<file path="src/rtl/alu_seq.sv">
// ============================================================================
// alu_seq
// ----------------------------------------------------------------------------
// Issue/retire sequencer for the 8-bit datapath alu. It takes one 12-bit
// PIC16C5x-style ALU instruction at a time over a valid/ready handshake. For
// file-register instructions it first fetches the operand from the register
// file. It then presents the operands to the combinational alu for exactly one
// cycle. Finally it retires the result into W or writes it back to the file,
// and updates the STATUS C and Z flags.
//
// Optional feature (compile-time macro):
//   ALU_SEQ_ILLEGAL_TRAP_EN - an illegal instruction also raises a sticky
//                             'trap' that blocks new instructions until
//                             trap_clr is seen. Without it, illegal
//                             instructions only pulse 'err'.
//
// Ports:
//   clk, reset_n           rising-edge clock, asynchronous active-low reset
//   ins_valid/ins_ready    instruction handshake, ins = 12-bit word
//   fr_req/fr_addr         file read request, held until fr_ack;
//   fr_ack/fr_data         read data is valid while fr_ack is high
//   fw_req/fw_addr/fw_data file write request, held until fw_ack
//   alu_op/alu_a/alu_b     operands driven to the external alu
//   alu_cin                alu carry in (always the current STATUS C)
//   alu_y/alu_cout/alu_zout results returned by the alu
//   w_out, c_out, z_out    W register and STATUS C / Z
//   err                    one-cycle pulse after an illegal instruction
//   trap, trap_clr         sticky illegal flag and its clear
// ============================================================================
module alu_seq #(
    parameter int FA_W = 5
) (
    input  logic            clk,
    input  logic            reset_n,
    input  logic            ins_valid,
    output logic            ins_ready,
    input  logic [11:0]     ins,
    output logic            fr_req,
    output logic [FA_W-1:0] fr_addr,
    input  logic            fr_ack,
    input  logic [7:0]      fr_data,
    output logic            fw_req,
    output logic [FA_W-1:0] fw_addr,
    output logic [7:0]      fw_data,
    input  logic            fw_ack,
    output logic [3:0]      alu_op,
    output logic [7:0]      alu_a,
    output logic [7:0]      alu_b,
    output logic            alu_cin,
    input  logic [7:0]      alu_y,
    input  logic            alu_cout,
    input  logic            alu_zout,
    output logic [7:0]      w_out,
    output logic            c_out,
    output logic            z_out,
    output logic            err,
    output logic            trap,
    input  logic            trap_clr
);

    localparam logic [3:0] OP_ADD  = 4'b0000;
    localparam logic [3:0] OP_SUB  = 4'b1000;
    localparam logic [3:0] OP_AND  = 4'b0001;
    localparam logic [3:0] OP_OR   = 4'b0010;
    localparam logic [3:0] OP_XOR  = 4'b0011;
    localparam logic [3:0] OP_COM  = 4'b0100;
    localparam logic [3:0] OP_ROR  = 4'b0101;
    localparam logic [3:0] OP_ROL  = 4'b0110;
    localparam logic [3:0] OP_SWAP = 4'b0111;

    typedef enum logic [1:0] {
        IDLE = 2'd0,
        READ = 2'd1,
        EXEC = 2'd2,
        WB   = 2'd3
    } state_t;

    state_t            state;
    state_t            state_nx;

    logic [3:0]        dec_op;
    logic              dec_file;
    logic              dec_lit;
    logic              is_illegal;
    logic              accept;

    logic [FA_W-1:0]   f_r;
    logic              d_r;
    logic              lit_r;
    logic              c_upd;
    logic              z_upd;

    // Instruction decode. File ops live in the 00xxxx space and literal ops
    // in the 11xx space, so the two lookups can never both hit.
    always_comb begin
        dec_op   = OP_ADD;
        dec_file = 1'b0;
        dec_lit  = 1'b0;
        case (ins[11:6])
            6'b000111: begin dec_op = OP_ADD;  dec_file = 1'b1; end
            6'b000010: begin dec_op = OP_SUB;  dec_file = 1'b1; end
            6'b000101: begin dec_op = OP_AND;  dec_file = 1'b1; end
            6'b000100: begin dec_op = OP_OR;   dec_file = 1'b1; end
            6'b000110: begin dec_op = OP_XOR;  dec_file = 1'b1; end
            6'b001001: begin dec_op = OP_COM;  dec_file = 1'b1; end
            6'b001100: begin dec_op = OP_ROR;  dec_file = 1'b1; end
            6'b001101: begin dec_op = OP_ROL;  dec_file = 1'b1; end
            6'b001110: begin dec_op = OP_SWAP; dec_file = 1'b1; end
            default: ;
        endcase
        case (ins[11:8])
            4'b1101: begin dec_op = OP_OR;  dec_lit = 1'b1; end
            4'b1110: begin dec_op = OP_AND; dec_lit = 1'b1; end
            4'b1111: begin dec_op = OP_XOR; dec_lit = 1'b1; end
            default: ;
        endcase
    end

    assign is_illegal = ~dec_file & ~dec_lit;
    assign accept     = ins_valid & ins_ready;

    // Only the carry-producing ops touch C; rotates and swap leave Z alone.
    assign c_upd = (alu_op == OP_ADD) || (alu_op == OP_SUB) ||
                   (alu_op == OP_ROR) || (alu_op == OP_ROL);
    assign z_upd = (alu_op != OP_ROR) && (alu_op != OP_ROL) &&
                   (alu_op != OP_SWAP);

    // State register. An async reset drops any pending file request at once,
    // because the requests are decoded straight from the state.
    always_ff @(posedge clk or negedge reset_n) begin
        if (!reset_n) begin
            state <= IDLE;
        end else begin
            state <= state_nx;
        end
    end

    // Next-state logic and request/ready outputs. Illegal instructions are
    // consumed in IDLE without leaving it.
    always_comb begin
        state_nx  = state;
        fr_req    = 1'b0;
        fw_req    = 1'b0;
        ins_ready = 1'b0;
        case (state)
            IDLE: begin
                ins_ready = ~trap;
                if (accept) begin
                    if (dec_file) begin
                        state_nx = READ;
                    end else if (dec_lit) begin
                        state_nx = EXEC;
                    end
                end
            end
            READ: begin
                fr_req = 1'b1;
                if (fr_ack) begin
                    state_nx = EXEC;
                end
            end
            EXEC: begin
                state_nx = (d_r && !lit_r) ? WB : IDLE;
            end
            WB: begin
                fw_req = 1'b1;
                if (fw_ack) begin
                    state_nx = IDLE;
                end
            end
            default: state_nx = IDLE;
        endcase
    end

    assign fr_addr = f_r;
    assign alu_cin = c_out;

    // Datapath registers. Operands are captured once, so the alu inputs stay
    // stable through EXEC. W is copied into the operand register at issue.
    // That is safe because W can only change at the end of EXEC.
    always_ff @(posedge clk or negedge reset_n) begin
        if (!reset_n) begin
            alu_op  <= OP_ADD;
            alu_a   <= 8'h00;
            alu_b   <= 8'h00;
            f_r     <= '0;
            d_r     <= 1'b0;
            lit_r   <= 1'b0;
            w_out   <= 8'h00;
            c_out   <= 1'b0;
            z_out   <= 1'b0;
            fw_addr <= '0;
            fw_data <= 8'h00;
            err     <= 1'b0;
        end else begin
            err <= accept & is_illegal;
            case (state)
                IDLE: begin
                    if (accept && !is_illegal) begin
                        alu_op <= dec_op;
                        f_r    <= ins[FA_W-1:0];
                        d_r    <= ins[5];
                        lit_r  <= dec_lit;
                        if (dec_lit) begin
                            alu_a <= w_out;
                            alu_b <= ins[7:0];
                        end else begin
                            alu_b <= w_out;
                        end
                    end
                end
                READ: begin
                    if (fr_ack) begin
                        alu_a <= fr_data;
                    end
                end
                EXEC: begin
                    if (c_upd) begin
                        c_out <= alu_cout;
                    end
                    if (z_upd) begin
                        z_out <= alu_zout;
                    end
                    if (d_r && !lit_r) begin
                        fw_data <= alu_y;
                        fw_addr <= f_r;
                    end else begin
                        w_out <= alu_y;
                    end
                end
                default: ;
            endcase
        end
    end

`ifdef ALU_SEQ_ILLEGAL_TRAP_EN
    // Sticky trap. New instructions are blocked while it is set, so a clear
    // and a fresh illegal acceptance can never land in the same cycle.
    always_ff @(posedge clk or negedge reset_n) begin
        if (!reset_n) begin
            trap <= 1'b0;
        end else if (accept && is_illegal) begin
            trap <= 1'b1;
        end else if (trap_clr) begin
            trap <= 1'b0;
        end
    end
`else
    logic unused_trap_clr;

    assign trap            = 1'b0;
    assign unused_trap_clr = trap_clr;
`endif

endmodule

</file>
<file path="config.mk">
export PLATFORM = sky130hd
export DESIGN_NAME = alu_seq
export DESIGN_NICKNAME = d
export VERILOG_FILES = /design/src/rtl/alu_seq.sv
export SDC_FILE = /design/constraint.sdc
export NUM_CORES = 1
export LEC_CHECK = 0
export ABC_AREA = 1
export ABC_CLOCK_PERIOD_IN_PS = 1180
export CELL_PAD_IN_SITES_DETAIL_PLACEMENT = 0
export CELL_PAD_IN_SITES_GLOBAL_PLACEMENT = 1
export CORE_UTILIZATION = 29
export DETAILED_ROUTE_END_ITERATION = 6
export PLACE_DENSITY_LB_ADDON = 0.25
export SYNTH_ARGS = -nofsm -noshare
export SYNTH_HDL_FRONTEND = slang
export SYNTH_SLANG_ARGS = --single-unit
</file>
<file path="constraint.sdc">
create_clock -name clk -period 1.18 [get_ports clk]
set_input_delay 0.118 -clock clk [delete_from_list [all_inputs] [get_ports clk]]
set_output_delay 0.118 -clock clk [all_outputs]
set_load 0.02 [all_outputs]
</file>
Word level (Yosys, flattened, before mapping). Cells that the tools add are included.

Bits in registers: 53. Latch bits: 0. Bits in writable memories: 0. ROM bits: 0. Input bits: 36. Logic and storage cells: 86. Memories: 0.

Add/sub/neg operators: 0. $mul: 0. Divide/modulo/power cells: 0. Magnitude comparators: 0. Eq/ne operators: 27. Shift-type cells: 0. Mux-type cells: 19. Bitwise operators: 6. Reduce and logical (&&, ||, !) cells: 21.

Operator list (count): 8-bit two-way mux (4); 4-bit one-hot mux with 8 select lines (1); 6-bit by 3-bit equality test with 1-bit output (second input constant) (4); 6-bit by 4-bit equality test with 1-bit output (second input constant) (4); 4-bit equality test (second input constant) (4); 8-bit one-hot mux with 2 select lines (1); 2-bit two-way mux (6); 4-bit by 3-bit != test with 1-bit output (second input constant) (3); 4-bit one-hot mux with 3 select lines (1); 2-bit != test (second input constant) (5); 2-bit AND reduction (5); 9-bit OR reduction (1); 4-bit by 3-bit equality test with 1-bit output (second input constant) (2); 2-bit one-hot mux with 4 select lines (1); 4-bit AND reduction (2); 6-bit by 2-bit equality test with 1-bit output (second input constant) (1); 1-bit two-way mux (5); 2-bit equality test (second input constant) (2); 1-bit logical AND (4); 4-bit zero test (1); 1-bit bitwise AND (3); 1-bit logical OR (3); 3-bit != test (second input constant) (1); 1-bit inverter (3); other kinds (5) (6).

Logic depth before layout (Yosys ltp).
Depth in word-level cells: 9. Mapped depth: 10. Depth with buffers taken out: 10.

Worst setup path before layout. Ideal clock, no wire load.

Path type: flip-flop to flip-flop. From: register state[1]. To: register alu_a[0]. Arrival time: 1.320 ns. Path slack: -0.206 ns. Cell stages (with the launch flop): 8. Path buffers: 0. Path through: dfrtp_1 > inv_1 > nand2_2 > inv_1 > nand2_1 > nand3_4 > nand2_1 > nand2_1.

Word-level cells in the longest chain between the ends: 6. Elaborated cells on any way between the ends: 11. Those cells by class: 4 x eq/ne; 2 x mux; 1 x bitwise; 4 x reduce/logical.

Ends and longest elaborated chain: start: declaration (RTL line 78) `state_t state;`; start signal: assignment (RTL line 134) `state <= state_nx;`; 2-bit zero test (RTL line 145) `case (state)`; 1-bit two-way mux (RTL line 145); net ins_ready (RTL line 36) `output logic ins_ready,`; 1-bit bitwise AND (RTL line 120) `assign accept = ins_valid & ins_ready;`; 1-bit logical AND (RTL line 199) `if (accept && !is_illegal) begin`; 2-bit != test (no source line); 4-bit AND reduction (no source line); end signal: assignment (RTL line 205) `alu_a <= w_out;`; end signal: assignment (RTL line 214) `alu_a <= fr_data;`; end: declaration (RTL line 47) `output logic [7:0] alu_a,`.

The timed path passes the listed nets, and every way through them passes these cells. A chain may end at the register's enable or synchronous reset.

Worst setup path in the final report.
From: register state[0]. To: register alu_b[6].

Word-level cells in the longest chain between the ends: 5.

Ends and longest elaborated chain: 2-bit zero test * (RTL line 145, 197); 1-bit two-way mux (RTL line 145); 1-bit bitwise AND (RTL line 120); 1-bit logical AND (RTL line 199); 2-bit AND reduction (no source line) *; end signal: assignment (RTL line 206) `alu_b <= ins[7:0];`; end signal: assignment (RTL line 208) `alu_b <= w_out;`; end: declaration (RTL line 48) `output logic [7:0] alu_b,`.

Mark *: on every way between the ends. The rest lies on a longest branch, timed or not.

==> impl_metrics.env <==
export IMPL_outcome="complete, but fails checks"
export IMPL_violations="negative setup slack"
export IMPL_p_per_area_mw_per_mm2=2500
export IMPL_dp_cells=533
export IMPL_critPathTopFamily="buffers and inverters"
export IMPL_p_leak_nw=2.34
export IMPL_clock_sinks=53
export IMPL_synth_compound_area_share_pct=11.5
export IMPL_vias=2607
export IMPL_grt_pass1_wl_mm=13.1
export IMPL_cts_root_buf="clkbuf_8"
export IMPL_fp_dieW_um=95.6
export IMPL_worstPathMaxFanout=6
export IMPL_cts_buffers=5
export IMPL_hold_path_class="in -> async"
export IMPL_end_kind="register"
export IMPL_final_hold_violation_count=0
export IMPL_dp_hpwl_mm=5.25
export IMPL_maxCapViolations=0
export IMPL_worstPathCellList="inv_2 -> buf_6 -> nand2_4 -> buf_6 -> nor2_4 -> nand2_8 -> buf_16 -> nand2_4 -> o21ai_2"
export IMPL_final_setup_worst_slack_ps=-230
export IMPL_start_util_pct=30.5
export IMPL_via_per_inst=4.57
export IMPL_fin_cells=570
export IMPL_clkLatencyLatePin_ps=310
export IMPL_critical_path_slowest_cell="dfrtp_1"
export IMPL_cts_htree_levels=2
export IMPL_syn_to_final_growth_pct=84.5
export IMPL_required_ps=1380
export IMPL_wl_per_cell_um=14.3
export IMPL_holdWs_ps=304
export IMPL_cp_arrival_ps=1610
export IMPL_grt_ovfl_total=0
export IMPL_grt_max_degree=54
export IMPL_synth_xor_area_share_pct=0
export IMPL_synth_area_mux_share_pct=0
export IMPL_diodes=0
export IMPL_clkTransAtPathRegs_ps=100
export IMPL_slew_viol_final=0
export IMPL_grt_pass1_vias=2631
export IMPL_gp_congestion=0.784
export IMPL_rsz0062_at_grt="yes"
export IMPL_synth_nets=347
export IMPL_path_buf_inv=4
export IMPL_finalCriticalPeriod_ps=1410
export IMPL_yosysWarnings=0
export IMPL_die_area_mm2=0.00914
export IMPL_totalWireLength_mm=8.14
export IMPL_netlist_instances=311
export IMPL_setup_viol=55
export IMPL_first_pass_iters=4
export IMPL_port_buffer_count=87
export IMPL_layout_commonest_cell="nand2_1"
export IMPL_synthSimpleGateAreaFrac_pct=28.7
export IMPL_synth_distinct_cells=28
export IMPL_final_cell_mix="70 x nand2_1, 51 x dfrtp_1, 38 x buf_4"
export IMPL_clockBufferDepth=2
export IMPL_synth_avg_cell_area_um2=8.17
export IMPL_cts_tree="done"
export IMPL_critical_path_class="reg -> reg"
export IMPL_ios=90
export IMPL_route_detailed_drc=0
export IMPL_startpoint_type="register"
export IMPL_ant_nets=0
export IMPL_irDropWorstVdd_mv=1.21
export IMPL_fp_coreArea_mm2=0.00834
export IMPL_skew_ps=5.52
export IMPL_synth_top_family_by_area="simple AND/OR/NAND/NOR gates"
export IMPL_ys_seq_elements=53
export IMPL_fin_crit_sh_pct=120
export IMPL_drive_gt1_share_pct=44.9
export IMPL_antenna_found_initial=0
export IMPL_slowest_delay_ps=420
export IMPL_grt_use_total_pct=19.3
export IMPL_synth_fa_ha_area_share_pct=0
export IMPL_initialDrtViolationCount=70
export IMPL_seq_area_frac_synth_pct=52.2
export IMPL_placementRows=33
export IMPL_fmax_mhz=709
export IMPL_nets=500
export IMPL_syn_area_mm2=0.00254
export IMPL_die_y_um=95.6
where the power goes:
part	internal (mW)	total (mW)	switching (mW)
registers	2.63	3.29	0.665
clock network	0.420	1.06	0.635
logic	3.53	7.38	3.85
total	6.58	11.7	5.14
cells in the mapped netlist:
cell type	number	share of area (%)
nand2_1	124	18
dfrtp_1	53	52
inv_1	31	4.6
o21ai_0	27	5.3
nand3_1	12	2.4
o21ai_2	9	3.1
nand4_1	8	2.0
nor2_1	7	1.0
buf_2	4	0.79
buf_4	4	1.2
nand2_2	4	0.98
o21ai_1	4	0.79
a21oi_1	3	0.59
inv_2	3	0.44
a31oi_1	2	0.49
nand2_4	2	0.89
nor2_2	2	0.49
nor2_4	2	0.89
and3_1	1	0.25
buf_6	1	0.44
conb_1	1	0.15
nand3_2	1	0.39
nand3_4	1	0.69
nor3_1	1	0.20
o211ai_1	1	0.30
o21ai_4	1	0.64
o31ai_1	1	0.30
or2_2	1	0.25
final timing paths:
kind | start | end | slack (ps) | cells past startpoint
worst max-delay path | state[0]$_DFFE_PN0P_ | alu_b[6]$_DFFE_PN0P_ | -230 | 9
worst min-delay path | reset_n | fw_data[5]$_DFFE_PN0P_ | 300 | 3
worst max register to register | state[0]$_DFFE_PN0P_ | alu_b[6]$_DFFE_PN0P_ | -230 | 9
worst min register to register | alu_a[7]$_DFFE_PN0P_ | alu_a[7]$_DFFE_PN0P_ | 480 | 2
max in group asynchronous | reset_n | alu_op[1]$_DFFE_PN0P_ | 590 | 3
min in group clk | alu_cout | alu_cin$_DFFE_PN0P_ | 360 | 3
flip-flops by register name, indices dropped and copies added, names as in the netlist:
signal,count
alu_a,8
alu_b,8
fw_data,8
w_out,8
fr_addr,5
fw_addr,5
alu_op,4
state,2
alu_cin,1
d_r,1
err,1
lit_r,1
z_out,1
stage by stage:
step / utilization (%) / total power [mW] / cell area, um2 / worst slack, ps / setup TNS (ps)
floorplan: - / 5.98 / 2600 / -53.9 / -1340
global placement: 46.7 / 8.97 / 3890 / -484 / -16160
detailed placement: 46.7 / 9.03 / 3890 / -525 / -16710
CTS: 54.1 / 11.1 / 4510 / -198 / -6850
global route: 56.2 / 12.5 / 4690 / -305 / -11850
finish: 56.2 / 11.7 / 4690 / -230 / -7940
cell type report:
class,instances,area (um2)
fillers,770,3650
well taps,105,131
flip-flops and latches,53,1330
inverters,34,148
clock inverters,2,15.0
repair buffers,154,1550
clock buffers,6,72.6
multi-input cells,216,1440
routing by layer:
metal	GRT usage [%]	vias to the layer above	wire, um
met5	0	-	0
met4	6.34	0	198
met3	4.47	17	461
met2	32.8	73	4040
met1	24.0	1210	3440
li1	-	1307	-
tightest hold or removal path, delay by kind of cell:
family                 cells  cell delay [ps]
buffers and inverters      3              890
repair_timing:
action	CTS	global route
endpoints found under the setup margin	106	97
hold buffers	1	0
cloned	7	1
setup buffers	17	6
endpoints found under the hold margin	53	0
pin swaps	22	15
gates resized for setup	191	101
cell families (layout without fill, tap and decap cells):
kind of cell / Yosys count / count (layout)
AND/OR/NAND/NOR: 166 / 167
flip-flops: 53 / 53
AO/OA/AOI/OAI: 48 / 48
buffers and inverters: 43 / 196
other: 1 / 1
Note: power is estimated with default switching activity, not from simulation.
